<file path="src/rtl/battle_hp_datapath.sv">
// rtl/battle_hp_datapath.sv - HP, potion and LFSR datapath under the battle FSM (optional BATTLE_CRIT_HIT_EN)
module battle_hp_datapath #(
  parameter int HP_W      = 8,
  parameter int P_MAX_HP  = 100,
  parameter int AI_MAX_HP = 100,
  parameter int BASE_DMG  = 10,
  parameter int HEAL_AMT  = 20,
  parameter int POTIONS   = 3,
  parameter int CATCH_HP  = 20
) (
  input  logic            clk,
  input  logic            reset_n,
  input  logic            load_ai_hp,
  input  logic            apply_ai_damage,
  input  logic            apply_p_damage,
  input  logic            p_heal,
  input  logic            catch,
  output logic [HP_W-1:0] p_hp,
  output logic [HP_W-1:0] ai_hp,
  output logic [2:0]      potions_left,
  output logic            ai_dead,
  output logic            p_dead,
  output logic            catch_success,
  output logic            crit
);

  localparam logic [HP_W:0]   BASE_V     = (HP_W+1)'(BASE_DMG);
  localparam logic [HP_W:0]   HEAL_V     = (HP_W+1)'(HEAL_AMT);
  localparam logic [HP_W:0]   P_MAX_WIDE = (HP_W+1)'(P_MAX_HP);
  localparam logic [HP_W-1:0] P_MAX_V    = HP_W'(P_MAX_HP);
  localparam logic [HP_W-1:0] AI_MAX_V   = HP_W'(AI_MAX_HP);
  localparam logic [HP_W-1:0] CATCH_V    = HP_W'(CATCH_HP);
  localparam logic [2:0]      POT_V      = 3'(POTIONS);
  localparam logic [7:0]      SEED       = 8'hA5;

  logic [7:0]      lfsr;
  logic            frozen;
  logic [HP_W:0]   dmg_ai;
  logic [HP_W:0]   dmg_p;
  logic [HP_W:0]   heal_sum;
  logic [HP_W-1:0] heal_hp;

  // HP subtraction that floors at zero instead of wrapping
  function automatic logic [HP_W-1:0] sat_sub(input logic [HP_W-1:0] hp, input logic [HP_W:0] dmg);
    if ({1'b0, hp} <= dmg) return '0;
    return hp - dmg[HP_W-1:0];
  endfunction

  assign ai_dead       = (ai_hp == '0);
  assign p_dead        = (p_hp == '0);
  assign frozen        = ai_dead | p_dead;
  assign catch_success = catch & ((ai_hp <= CATCH_V) | (lfsr[2:0] == 3'd0));

  // Hit sizes from independent LFSR fields, doubled on a critical roll when enabled
  always_comb begin
    dmg_ai = BASE_V + (HP_W+1)'(lfsr[2:0]);
    dmg_p  = BASE_V + (HP_W+1)'(lfsr[5:3]);
`ifdef BATTLE_CRIT_HIT_EN
    if (lfsr[7:6] == 2'b11) begin
      dmg_ai = dmg_ai << 1;
      dmg_p  = dmg_p << 1;
    end
`endif
  end

  // Potion result clamped to the player's max HP
  always_comb begin
    heal_sum = {1'b0, p_hp} + HEAL_V;
    heal_hp  = (heal_sum > P_MAX_WIDE) ? P_MAX_V : heal_sum[HP_W-1:0];
  end

  // HP, potion and LFSR state; reload beats AI damage, player damage beats heal
  always_ff @(posedge clk or negedge reset_n) begin
    if (!reset_n) begin
      lfsr         <= SEED;
      p_hp         <= P_MAX_V;
      ai_hp        <= AI_MAX_V;
      potions_left <= POT_V;
    end else begin
      lfsr <= {lfsr[6:0], lfsr[7] ^ lfsr[5] ^ lfsr[4] ^ lfsr[3]};
      if (load_ai_hp)
        ai_hp <= AI_MAX_V;
      else if (apply_ai_damage && !frozen)
        ai_hp <= sat_sub(ai_hp, dmg_ai);
      if (!frozen) begin
        if (apply_p_damage) begin
          p_hp <= sat_sub(p_hp, dmg_p);
        end else if (p_heal && potions_left != 3'd0) begin
          p_hp         <= heal_hp;
          potions_left <= potions_left - 3'd1;
        end
      end
    end
  end

`ifdef BATTLE_CRIT_HIT_EN
  // One-cycle flag after any doubled hit actually lands
  always_ff @(posedge clk or negedge reset_n) begin
    if (!reset_n)
      crit <= 1'b0;
    else
      crit <= (lfsr[7:6] == 2'b11) && !frozen &&
              ((apply_ai_damage && !load_ai_hp) || apply_p_damage);
  end
`else
  assign crit = 1'b0;
`endif

endmodule

</file>
<file path="config.mk">
export PLATFORM = sky130hd
export DESIGN_NAME = battle_hp_datapath
export DESIGN_NICKNAME = d
export VERILOG_FILES = /design/src/rtl/battle_hp_datapath.sv
export SDC_FILE = /design/constraint.sdc
export NUM_CORES = 1
export LEC_CHECK = 0
export BUFFER_PORTS_ARGS = -buffer_cell sky130_fd_sc_hd__clkbuf_2
export CORE_UTILIZATION = 53
export CTS_CLUSTER_DIAMETER = 60
export DETAILED_ROUTE_END_ITERATION = 8
export GPL_TIMING_DRIVEN = 0
export HOLD_SLACK_MARGIN = 0.05
export PLACE_DENSITY = 0.75
export SLEW_MARGIN = 25
export SYNTH_ARGS = -nofsm -noshare
export SYNTH_HDL_FRONTEND = slang
export SYNTH_SLANG_ARGS = --single-unit
export TNS_END_PERCENT = 5
</file>
<file path="constraint.sdc">
create_clock -name clk -period 7.1 [get_ports clk]
set_input_delay 0.355 -clock clk [delete_from_list [all_inputs] [get_ports clk]]
set_output_delay 0.355 -clock clk [all_outputs]
set_load 0.01 [all_outputs]
</file>
==> results of run 1 <==
==> kinds of logic after synthesis <==
group                      after synthesis  share of synthesized area
AOI/OAI and AO/OA                       60                     0.2219
xor gates and xnor gates                 7                    0.03151
adders and majority gates               19                     0.1299
buffers and inverters                   28                    0.05724
DFF                                     27                     0.3550
muxes                                    2                    0.01093
other                                    1                   0.001927
and+or+nand+nor                         62                     0.1916
==> power by group through the flow <==
| stage | clock network [mW] | logic, mW | registers [mW] |
|---|---|---|---|
| final | 0.0662 | 0.395 | 0.236 |
| after global routing | 0.0765 | 0.442 | 0.243 |
| after CTS | 0.0687 | 0.398 | 0.236 |
| after detailed placement | 0 | 0.395 | 0.239 |
| after global placement | 0 | 0.388 | 0.237 |
| after floorplan | 0 | 0.294 | 0.240 |
==> path summary, 6_finish.rpt <==
check / from / endpoint / slack [ps]
worst min register to register: lfsr[6] / lfsr[7] / 370
max in group asynchronous: reset_n / ai_hp[4] / 6110
worst max register to register: lfsr[4] / p_hp[4] / 4260
min in group asynchronous: reset_n / p_hp[0] / 560
worst min-delay path: lfsr[6] / lfsr[7] / 370
worst max-delay path: lfsr[4] / p_hp[4] / 4260
==> flip-flops by register name (all words and copies together) (netlist names) <==
signal	count
potions_left	3
p_hp	8
ai_hp	8
lfsr	8
==> worst max-delay path, delay by kind of cell (launching register included) <==
family / cells / cell delay [ps]
flip-flops: 1 / 480
AND/OR/NAND/NOR: 1 / 170
AO/OA/AOI/OAI: 5 / 1390
buffers and inverters: 1 / 40
adder cells (fa/ha/maj): 2 / 640
==> routing by layer <==
metal | track usage | vias to the layer above | wire length, um
met3 | 0.02190 | 4 | 103
li1 | - | 814 | -
met5 | 0 | - | 0
met2 | 0.3845 | 28 | 1975
met1 | 0.2849 | 763 | 1743
met4 | 0.04360 | 0 | 32
==> synth_stat cells, drive strengths merged (3+ instances only) <==
library cell / count / area [um^2]
o21a: 3 / 22.52
o31a: 3 / 26.28
nand3: 4 / 37.54
ha: 17 / 212.7
dfstp: 12 / 315.3
dfrtp: 15 / 375.4
a21oi: 12 / 60.06
o211ai: 3 / 22.52
nor2: 15 / 56.30
nor3: 7 / 45.04
o21ai: 11 / 55.05
or4: 3 / 26.27
nor2b: 8 / 50.05
buf: 4 / 21.27
nand2: 9 / 33.78
o31ai: 3 / 22.52
xnor2: 6 / 52.55
nand4: 3 / 18.77
a22oi: 4 / 30.03
a21o: 3 / 22.52
inv: 22 / 82.58
==> timing repair <==
| action | in CTS | in global routing |
|---|---|---|
| hold buffers | 1 | 0 |
| buffers inserted | 0 | 0 |
| endpoints found under the hold margin | 9 | 0 |
==> layout make-up <==
type	count	area share
Buffer	6	0.01323
Clock buffer	3	0.01035
Clock inverter	1	0.002300
Inverter	22	0.03795
Multi-Input combinational cell	151	0.5256
Sequential cell	27	0.3174
Tap cell	46	0.02645
Timing Repair Buffer	28	0.06670
==> results list, run 1 <==
- The flow ran to the end, and the final reports show no timing, DRC or antenna violations.
* Clock insertion delay at the later pin of the skew report: 330 ps
* Post-synthesis sequential area ratio: 0.3550
- The top cell types in the final layout, fill and taps aside, are sky130_fd_sc_hd__clkbuf_2, sky130_fd_sc_hd__inv_1, sky130_fd_sc_hd__ha_1.
* Netlist area before placement: 0.001946 mm^2
* Pre-CTS worst setup slack: 4280 ps
- Detailed-placement wirelength estimate: 3.043 mm
* Least setup slack across all paths after layout: 4258 ps
- Transition at the pin with the smallest max-transition slack: 841.1 ps
* Fill cell count: 310
* Final-report hold violation count: 0
* Critical path launch point type: register
- Crit-path cells: ha_1 -> inv_1 -> ha_1 -> nor2b_1 -> o31a_1 -> o311ai_1 -> a211oi_1 -> a21oi_1 -> o211ai_1
- TritonCTS built the clock tree.
- For this run, the detailed router's first-pass iteration total came to 4.
* Starting density of the core: 0.5696
- Post-DP Area: 0.002138 mm^2
- Number of pins exceeding their max-slew limit in the final report: 0
- Final setup vio count: 0
- First-pass GRT wire length: 6.886 mm
* Area inside the core boundary: 0.003416 mm^2
* Most common cell after layout, fill and taps aside: sky130_fd_sc_hd__clkbuf_2
* Leakage: 0.9792 nW
* Post-CTS resize count: 0
- Switching part of the total: 0.4493
* Power density normalized to cell area: 320.2 mW/mm^2
* Synth cell types: 56
* Synth Area per Inst: 9.445 um^2
- The design draws 0.6968 mW.
- Worst EP required: 7310 ps
- Mean number of vias per cell: 5.665
- After detailed routing, the average wire length per cell comes to 13.58 um.
* Diode insertion count for antenna repair: 0
- Core utilization of the finished layout: 0.6370
* Fraction of layout cells with a size suffix above 1: 0.2269
- Path type of the worst min-delay path: register to register
- Of the available clock period, the critical path in the final layout requires 0.4003.
- After global routing the overflow that remains totals 0.
* Category of the worst setup path capture point: register
- CTS buffer count: 3
- Max-slew headroom at the worst pin: 0.4304
- Final wirelength: 3.856 mm
* Critical path fanouts, max: 6
- In the final timing run, aggregate negative setup slack is 0 ps.
- Worst endpoint data arrival time: 3050 ps
- Total nets after synthesis: 232
- # port buffers: 27
- Counting instances, the worst hold path has a depth of 0.
* Count of synthesis-stage warnings from yosys: 0
* Number of remaining DRC errors: 0
- For this block, the initial DRC count from the detailed router was 73.
* Residual antenna-violating net count after detailed routing: 0
* Antenna violations before repair: 0
- Number of max-cap violations: 0
* Cell total after placement: 279
* Most used DFF post-synth: sky130_fd_sc_hd__dfrtp_1
* Number of H-tree levels: 1
- Number of buffers between clock root and the deepest sink: 2
* Vertical extent of the die: 62.59 um
* Worst clock skew: 6.929 ps
- Of the total power, registers draw 0.338.
- Total vias in the final route: 1,609
* Seq. cell area: 690.7 um^2
- Fraction of power consumed by the clock network: 0.095
* Setup CP Type: register to register
- Setup repair after global routing left no endpoint under its margin.
- After synthesis, the share of flip-flops with an asynchronous set or reset is 1.000.
* Cell occurring most often along the worst timing path: sky130_fd_sc_hd__ha_1
* Gpl congestion: 0.8118
* Crit path max-delay cell type: sky130_fd_sc_hd__o311ai_1
- Synthesis produced a netlist whose cell count is 206.
- The number of global-route vias before repair was 1,521.
* Final critical path time including I/O delays and setup: 2842 ps
* Depth of the worst register-to-register path: 9
* Post-layout instance area: 0.002176 mm^2
* Clock root buffer: sky130_fd_sc_hd__clkbuf_4
- Switching power: 0.3130 mW
* Total die area: 0.003918 mm^2
- The share of total power dissipated in combinational logic is 0.567.
* Area occupied by multi-input gates: 0.001144 mm^2
- Compared with the post-synthesis result, the final layout area differs by 11.83%.
* Post-layout instance count excluding filler cells: 284
- For this run, the total global-route usage over all layers was measured as 0.2168.
* Timing-limited maximum frequency: 0.3518 GHz
- Cell internal power was estimated by the tool at 0.3837 mW.
* Final worst hold slack: 370.6 ps
* Rows: 21
- Worst stage delay on the critical path: 710 ps
* Total Nets Final: 265
- After clock tree synthesis, the clock-pin slew on the worst setup and hold paths is 140 ps.
- Register bit count reported by yosys: 27
- Yosys mapped a number of flops with a built-in enable equal to 0.
- The die is 62.59 um wide.
- Pin placement for this block handled 30 I/O pins.
* Pin count of the biggest net entering global routing: 28
- Clk sink count: 27
- VDD IR max: 190.9 uV
Note: power is estimated with default switching activity, not from simulation.
==> run 2: changes to the inputs <==
--- a/config.mk
+++ b/config.mk
@@ -6,12 +6,12 @@
 export NUM_CORES = 1
 export LEC_CHECK = 0
 export BUFFER_PORTS_ARGS = -buffer_cell sky130_fd_sc_hd__clkbuf_2
-export CORE_UTILIZATION = 53
+export CORE_UTILIZATION = 51
 export CTS_CLUSTER_DIAMETER = 60
 export DETAILED_ROUTE_END_ITERATION = 8
 export GPL_TIMING_DRIVEN = 0
 export HOLD_SLACK_MARGIN = 0.05
-export PLACE_DENSITY = 0.75
+export PLACE_DENSITY = 0.76
 export SLEW_MARGIN = 25
 export SYNTH_ARGS = -nofsm -noshare
 export SYNTH_HDL_FRONTEND = slang
==> constraint.sdc (replaced) <==
create_clock -name clk -period 2.55 [get_ports clk]
set_input_delay 0.1275 -clock clk [delete_from_list [all_inputs] [get_ports clk]]
set_output_delay 0.1275 -clock clk [all_outputs]
set_load 0.01 [all_outputs]
==> results list, run 2 (synthesis results as in run 1) <==
* Registers with the most flip-flops: ai_hp: 8 flops, lfsr: 8 flops, p_hp: 8 flops
* Via count of the first global-routing pass: 1,471
* First-pass GRT wire length: 6.851 mm
* Final critical path time including I/O delays and setup: 2476 ps
* Vertical extent of the die: 63.77 um
* Switching power: 0.9631 mW
- Chip width: 63.77 um
* Delay-heaviest family, CP: compound AO/OA/AOI/OAI gates
* Worst path buffer plus inverter count: 1
- Total Power Consumption: 2.138 mW
* Number of pins exceeding their max-slew limit in the final report: 0
- In the layout the commonest cells are sky130_fd_sc_hd__clkbuf_2, sky130_fd_sc_hd__inv_1, sky130_fd_sc_hd__nor2_1, sky130_fd_sc_hd__ha_1, sky130_fd_sc_hd__dfrtp_1.
- Internal power component: 1.175 mW
- Router iterations before antenna repair: 4
- After the last flow step, the layout net total stands at 268.
* Worst endpoint data arrival time: 2630 ps
- GRT met1 Usage: 0.3080
- The clock arrives with 8.497 ps of skew.
* Critical path launch point type: register
- Residual antenna-violating net count after detailed routing: 0
- Endpoint of the worst register-to-register path: p_hp[4]
* Total congestion overflow: 0
- Number of H-tree levels: 1
- Clock latency on the worst-skew pair, taken at its later pin, is 280 ps.
- The run finished with clean final reports.
* Core utilization of the finished layout: 0.6227
* Worst stage delay on the critical path: 560 ps
- Clock transition at the registers of the reported paths: 100 ps
- Number of max-cap violations: 0
* Start point of the critical path: lfsr[5]
- Measured in cells, the most critical reg-to-reg path has a length of 9.
* Met3 track utilization from global routing: 0.02500
- Diode insertion count for antenna repair: 0
- Transition at the pin with the smallest max-transition slack: 668.6 ps
- Total vias in the final route: 1,638
- End point of the critical path: p_hp[4]
- In the global route stage, met2 resource usage came out at 0.3391.
* Clock tree from TritonCTS: built
- The clock passes through at most 2 buffers.
- The startpoint identified for the worst register-to-register timing path is lfsr[5].
- Across every metal layer, demand over resource in global routing totals 0.2157.
* VDD IR max: 662.2 uV
* Cell occurring most often along the worst timing path: sky130_fd_sc_hd__ha_1
* Crit path max-delay cell type: sky130_fd_sc_hd__dfstp_2
* Setup CP Type: register to register
- Derived from the worst setup path, the maximum achievable clock frequency is 0.4038 GHz.
- Total die area: 0.004066 mm^2
- Clock tree synthesis selected as its root buffer the cell sky130_fd_sc_hd__clkbuf_8.
* Final-report hold violation count: 0
- Fraction of power consumed by the clock network: 0.114
* Path type of the worst min-delay path: input port to register
- Final setup vio count: 0
- Gpl congestion: 0.7922
- For this design the ratio of total power to cell area is 938.0 mW/mm^2.
- Pin count of the biggest net entering global routing: 28
- The share of total power dissipated in sequential elements is 0.309.
- The initial utilization of the core area, before any placement, comes to 0.5314.
- Wires add up to 4.073 mm.
- At the worst endpoint, the required time is 2700 ps.
- Rows: 22
- Unrepaired setup endpoints after global routing: yes
- Detailed-placement wirelength estimate: 2.958 mm
- Of the total power, the share spent switching nets is 0.4504.
- In this run the count of I/O pins placed on the die edge is 30.
- Category of the worst setup path capture point: register
- Dividing the detail-routed wire length by the instance count gives 14.09 um.
- In the final layout, the share of cells above drive strength 1 is 0.2863.
- Of the available clock period, the critical path in the final layout requires 0.9711.
- Busiest layer in global routing: met2
- Antenna violations before repair: 0
- The signal on the critical path passes through ha_1 -> inv_1 -> ha_1 -> nor2b_4 -> o31a_1 -> o311ai_4 -> a211oi_1 -> a21oi_1 -> o211ai_1.
- CTS saw 27 sinks.
- Area inside the core boundary: 0.003661 mm^2
* Leakage: 1.010 nW
- # port buffers: 27
- After detailed routing, the number of remaining DRC violations is 0.
- Setup slack on the worst reg-to-reg path comes out at 70 ps.
* Most common cell after layout, fill and taps aside: sky130_fd_sc_hd__clkbuf_2
- Max-slew headroom at the worst pin: 0.5543
* Critical path fanouts, max: 5
- After detailed routing, the number of vias per cell comes to 5.668.
- The detailed router finished its first iteration with 68 violations.
* Share of total power in combinational logic: 0.578
* WP depth: 9
* Synthesis-to-layout area growth: 17.17%
* CTS buffer count: 3
run 2: worst min-delay path by stage:
stage	startpoint	depth (start not counted)	endpoint
final	load_ai_hp	2	ai_hp[0]
after CTS	load_ai_hp	3	ai_hp[5]
after detailed placement	reset_n	1	p_hp[0]
after global placement	reset_n	1	p_hp[0]
after floorplan	reset_n	0	ai_hp[0]
after global routing	load_ai_hp	2	ai_hp[0]
run 2: metal layers:
layer / vias up / wire (um) / share of wire
met1: 787 / 1972 / 0.48
met5: - / 0 / 0
met4: 0 / 55 / 0.014
met2: 31 / 1922 / 0.47
li1: 815 / - / -
met3: 5 / 124 / 0.030
run 2: final cells by class:
| cell class | count | area, um^2 |
|---|---|---|
| Inverter | 22 | 82.58 |
| Tap cell | 48 | 60.06 |
| Buffer | 6 | 28.78 |
| Multi-Input combinational cell | 151 | 1202 |
| Clock buffer | 3 | 41.29 |
| Fill cell | 319 | 1381 |
| Clock inverter | 1 | 5.005 |
| Timing Repair Buffer | 31 | 167.7 |
| Sequential cell | 27 | 691.9 |
run 2: worst reg2reg max path: cells and delay by family (launching register included):
kind,cells,cell delay (ps)
DFF,1,560
buffers and inverters,1,60
AOI/OAI and AO/OA,5,1090
adders and majority gates,2,490
and+or+nand+nor,1,160
run 2: power by group through the flow:
stage	clock network (mW)	registers, mW	logic, mW
finish	0.243	0.660	1.24
floorplan	0	0.670	0.818
global route	0.265	0.675	1.37
global placement	0	0.660	1.08
CTS	0.246	0.657	1.14
detailed placement	0	0.663	1.10
run 2: stage by stage:
| stage | hold slack [ps] | std cells | setup WS, ps | TNS [ps] | instance area (um^2) |
|---|---|---|---|---|---|
| after global routing | 201.0 | 289 | -32.26 | -73.75 | 2280 |
| after detailed placement | 189.9 | 281 | -221.4 | -553.1 | 2141 |
| final | 184.1 | 289 | 73.61 | 0 | 2280 |
| after global placement | 187.0 | 281 | -209.4 | -508.9 | 2141 |
| after floorplan | -168.1 | 206 | 146.2 | 0 | 1946 |
| after CTS | 191.9 | 286 | 41.70 | 0 | 2215 |
run 2: repair_timing:
action | CTS | global route
hold buffers | 1 | 0
setup buffers | 0 | 3
hold endpoints to repair | 15 | 0
pin swaps | 0 | 3
setup endpoints to repair | 3 | 9
gates cloned | 0 | 0
gates resized for setup | 2 | 16
==> run 3: changes to the inputs <==
--- a/config.mk
+++ b/config.mk
@@ -6,12 +6,12 @@
 export NUM_CORES = 1
 export LEC_CHECK = 0
 export BUFFER_PORTS_ARGS = -buffer_cell sky130_fd_sc_hd__clkbuf_2
-export CORE_UTILIZATION = 51
+export CORE_UTILIZATION = 53
 export CTS_CLUSTER_DIAMETER = 60
 export DETAILED_ROUTE_END_ITERATION = 8
 export GPL_TIMING_DRIVEN = 0
 export HOLD_SLACK_MARGIN = 0.05
-export PLACE_DENSITY = 0.76
+export PLACE_DENSITY = 0.75
 export SLEW_MARGIN = 25
 export SYNTH_ARGS = -nofsm -noshare
 export SYNTH_HDL_FRONTEND = slang
==> constraint.sdc (replaced) <==
create_clock -name clk -period 2.9 [get_ports clk]
set_input_delay 0.145 -clock clk [delete_from_list [all_inputs] [get_ports clk]]
set_output_delay 0.145 -clock clk [all_outputs]
set_load 0.01 [all_outputs]
==> results list, run 3 (synthesis results as in run 1) <==
* Clock transition at the registers of the reported paths: 140 ps
- STA puts the critical path data arrival time at 2820 ps.
- Max-slew headroom at the worst pin: 0.4936
* Drt wl/cell: 13.69 um
- Chip width: 62.59 um
* Number of buffers between clock root and the deepest sink: 2
- In this run the core area contains 21 standard-cell rows.
* Share of the clock period used by the worst path after layout: 0.9006
- The largest individual stage delay along the critical path comes from the cell sky130_fd_sc_hd__o311ai_2.
- For the final routed database, the setup TNS stands at 0 ps.
- In the final layout, the share of cells above drive strength 1 is 0.2311.
- Clock root buffer: sky130_fd_sc_hd__clkbuf_4
- Most common cell after layout, fill and taps aside: sky130_fd_sc_hd__clkbuf_2
- After legalization and detailed placement, the total HPWL measured 3.043 mm.
* Clk sink count: 27
* Timing-limited maximum frequency: 0.3829 GHz
- Summed over all layers, the global routing overflow is 0.
* Total Nets Final: 265
- The die covers 0.003918 mm^2.
* Synthesis-to-layout area growth: 12.22%
- Critical path launch point type: register
* VDD IR max: 467.9 uV
* Mean number of vias per cell: 5.711
* Category of the worst setup path capture point: register
- Setup bufs post-CTS: 0
* Antenna violations before repair: 0
- The tightest hold path in the finished design has a slack of 163.2 ps.
- Detailed routing inserted a total of 1,622 vias.
* # port buffers: 27
* Vertical extent of the die: 62.59 um
- Final wirelength: 3.887 mm
* Crit-path cells: ha_1 -> inv_1 -> ha_1 -> nor2b_1 -> o31a_1 -> o311ai_2 -> a211oi_1 -> a21oi_1 -> o211ai_1
- Summing all multi-input logic gate instances after layout gives 0.001151 mm^2.
- Registers with the most flip-flops: ai_hp: 8 flops, lfsr: 8 flops, p_hp: 8 flops
- The clock reaches the later pin of the worst-skew pair after 330 ps.
* Power density normalized to cell area: 786.9 mW/mm^2
* Worst clock skew: 6.435 ps
- Once detail routing completed, the nets flagged for antenna violations numbered 0.
- Setup violations remaining at the end of the flow were counted as 0.
- Most frequent cells in the layout: sky130_fd_sc_hd__clkbuf_2, sky130_fd_sc_hd__inv_1, sky130_fd_sc_hd__ha_1
- 30 I/O pins were placed.
* Unrepaired setup endpoints after global routing: no
- TritonCTS built the clock tree.
- The run finished with clean final reports.
- In the routed design, unresolved DRC markers number 0.
* Area inside the core boundary: 0.003416 mm^2
- For this run, the detailed router's first-pass iteration total came to 4.
- For this block, the initial DRC count from the detailed router was 61.
* Worst stage delay on the critical path: 510 ps
- Setup CP Type: register to register
* Via count of the first global-routing pass: 1,521
- Number of pins exceeding their max-slew limit in the final report: 0
- Cell occurring most often along the worst timing path: sky130_fd_sc_hd__ha_1
* Total routing usage reported by global routing: 0.2168
* Critical path fanouts, max: 6
* Number of max-cap violations: 0
- Fill cell count: 307
* Transition at the pin with the smallest max-transition slack: 740.5 ps
- Final critical path time including I/O delays and setup: 2612 ps
- Starting density of the core: 0.5696
* Leakage: 0.9805 nW
- The tightest min-delay check is of the input port to register type.
- The repair_antennas step left the layout with diodes totalling 0.
* First-pass GRT wire length: 6.886 mm
* Number of H-tree levels: 1
- Summing all flip-flop and latch instances after layout gives 690.7 um^2.
- The number of clock buffers added by TritonCTS is 3.
- Gpl congestion: 0.8118
- The hold violation total from the final report was 0.
- Entering global routing, the biggest net connects 28 pins.
* Worst EP required: 3110 ps
[run 3: cell count changes in the layout (fill, tap and decap cells not counted), moves of 2 or more]
cell | before | now
sky130_fd_sc_hd__buf_4 | 4 | 1
sky130_fd_sc_hd__o21ai_0 | 9 | 11
sky130_fd_sc_hd__ha_2 | 2 | 0
sky130_fd_sc_hd__clkbuf_8 | 3 | 0
sky130_fd_sc_hd__clkbuf_4 | 0 | 3
sky130_fd_sc_hd__ha_1 | 15 | 17
sky130_fd_sc_hd__o21ai_2 | 2 | 0
[run 3: repair_timing]
action / CTS / global route
endpoints found under the hold margin: 15 / 0
hold buffers: 1 / 0
gates resized for setup: 0 / 1
endpoints found under the setup margin: 0 / 2
[run 3: area by class of cell]
class	count	share of cell area
Buffer	6	0.01318
Clock buffer	3	0.01032
Clock inverter	1	0.002292
Sequential cell	27	0.3163
Timing Repair Buffer	28	0.06648
Tap cell	46	0.02636
Inverter	22	0.03782
Multi-Input combinational cell	151	0.5272
[run 3: path summary, 6_finish.rpt]
kind	startpoint	slack (ps)	to	cells after the start
min in group asynchronous	reset_n	350	p_hp[0]	2
setup reg to reg	lfsr[4]	290	p_hp[4]	9
hold reg to reg	lfsr[6]	370	lfsr[7]	0
hold / removal	load_ai_hp	160	ai_hp[5]	3
setup / recovery	lfsr[4]	290	p_hp[4]	9
max in group asynchronous	reset_n	2130	ai_hp[4]	2
[run 3: power breakdown]
part	internal [mW]	switching, mW
Clock	0.0519	0.112
Combinational	0.423	0.553
Sequential	0.467	0.110
Total	0.942	0.776
[run 3: critical path, delay by kind of cell (launching register included)]
kind / cells / cell delay [ps]
flip-flops: 1 / 480
buffers and inverters: 1 / 40
adder cells (fa/ha/maj): 2 / 640
AO/OA/AOI/OAI: 5 / 1180
AND/OR/NAND/NOR: 1 / 170
[run 3: layer usage]
layer	vias to the layer above	GRT usage	wire length, um
met5	-	0	0
met2	29	0.3845	1982
met4	0	0.04360	36
met1	777	0.2849	1765
li1	812	-	-
met3	4	0.02190	103
[run 3: stage by stage]
step	cell area [um^2]	power (mW)	util	cells	setup WS [ps]
floorplan	1946	1.308	-	206	496.2
global placement	2138	1.532	0.6260	279	153.1
detailed placement	2138	1.551	0.6260	279	80.13
CTS	2176	1.718	0.6370	284	46.12
global route	2183	1.874	0.6392	284	145.7
finish	2183	1.718	0.6392	284	288.3
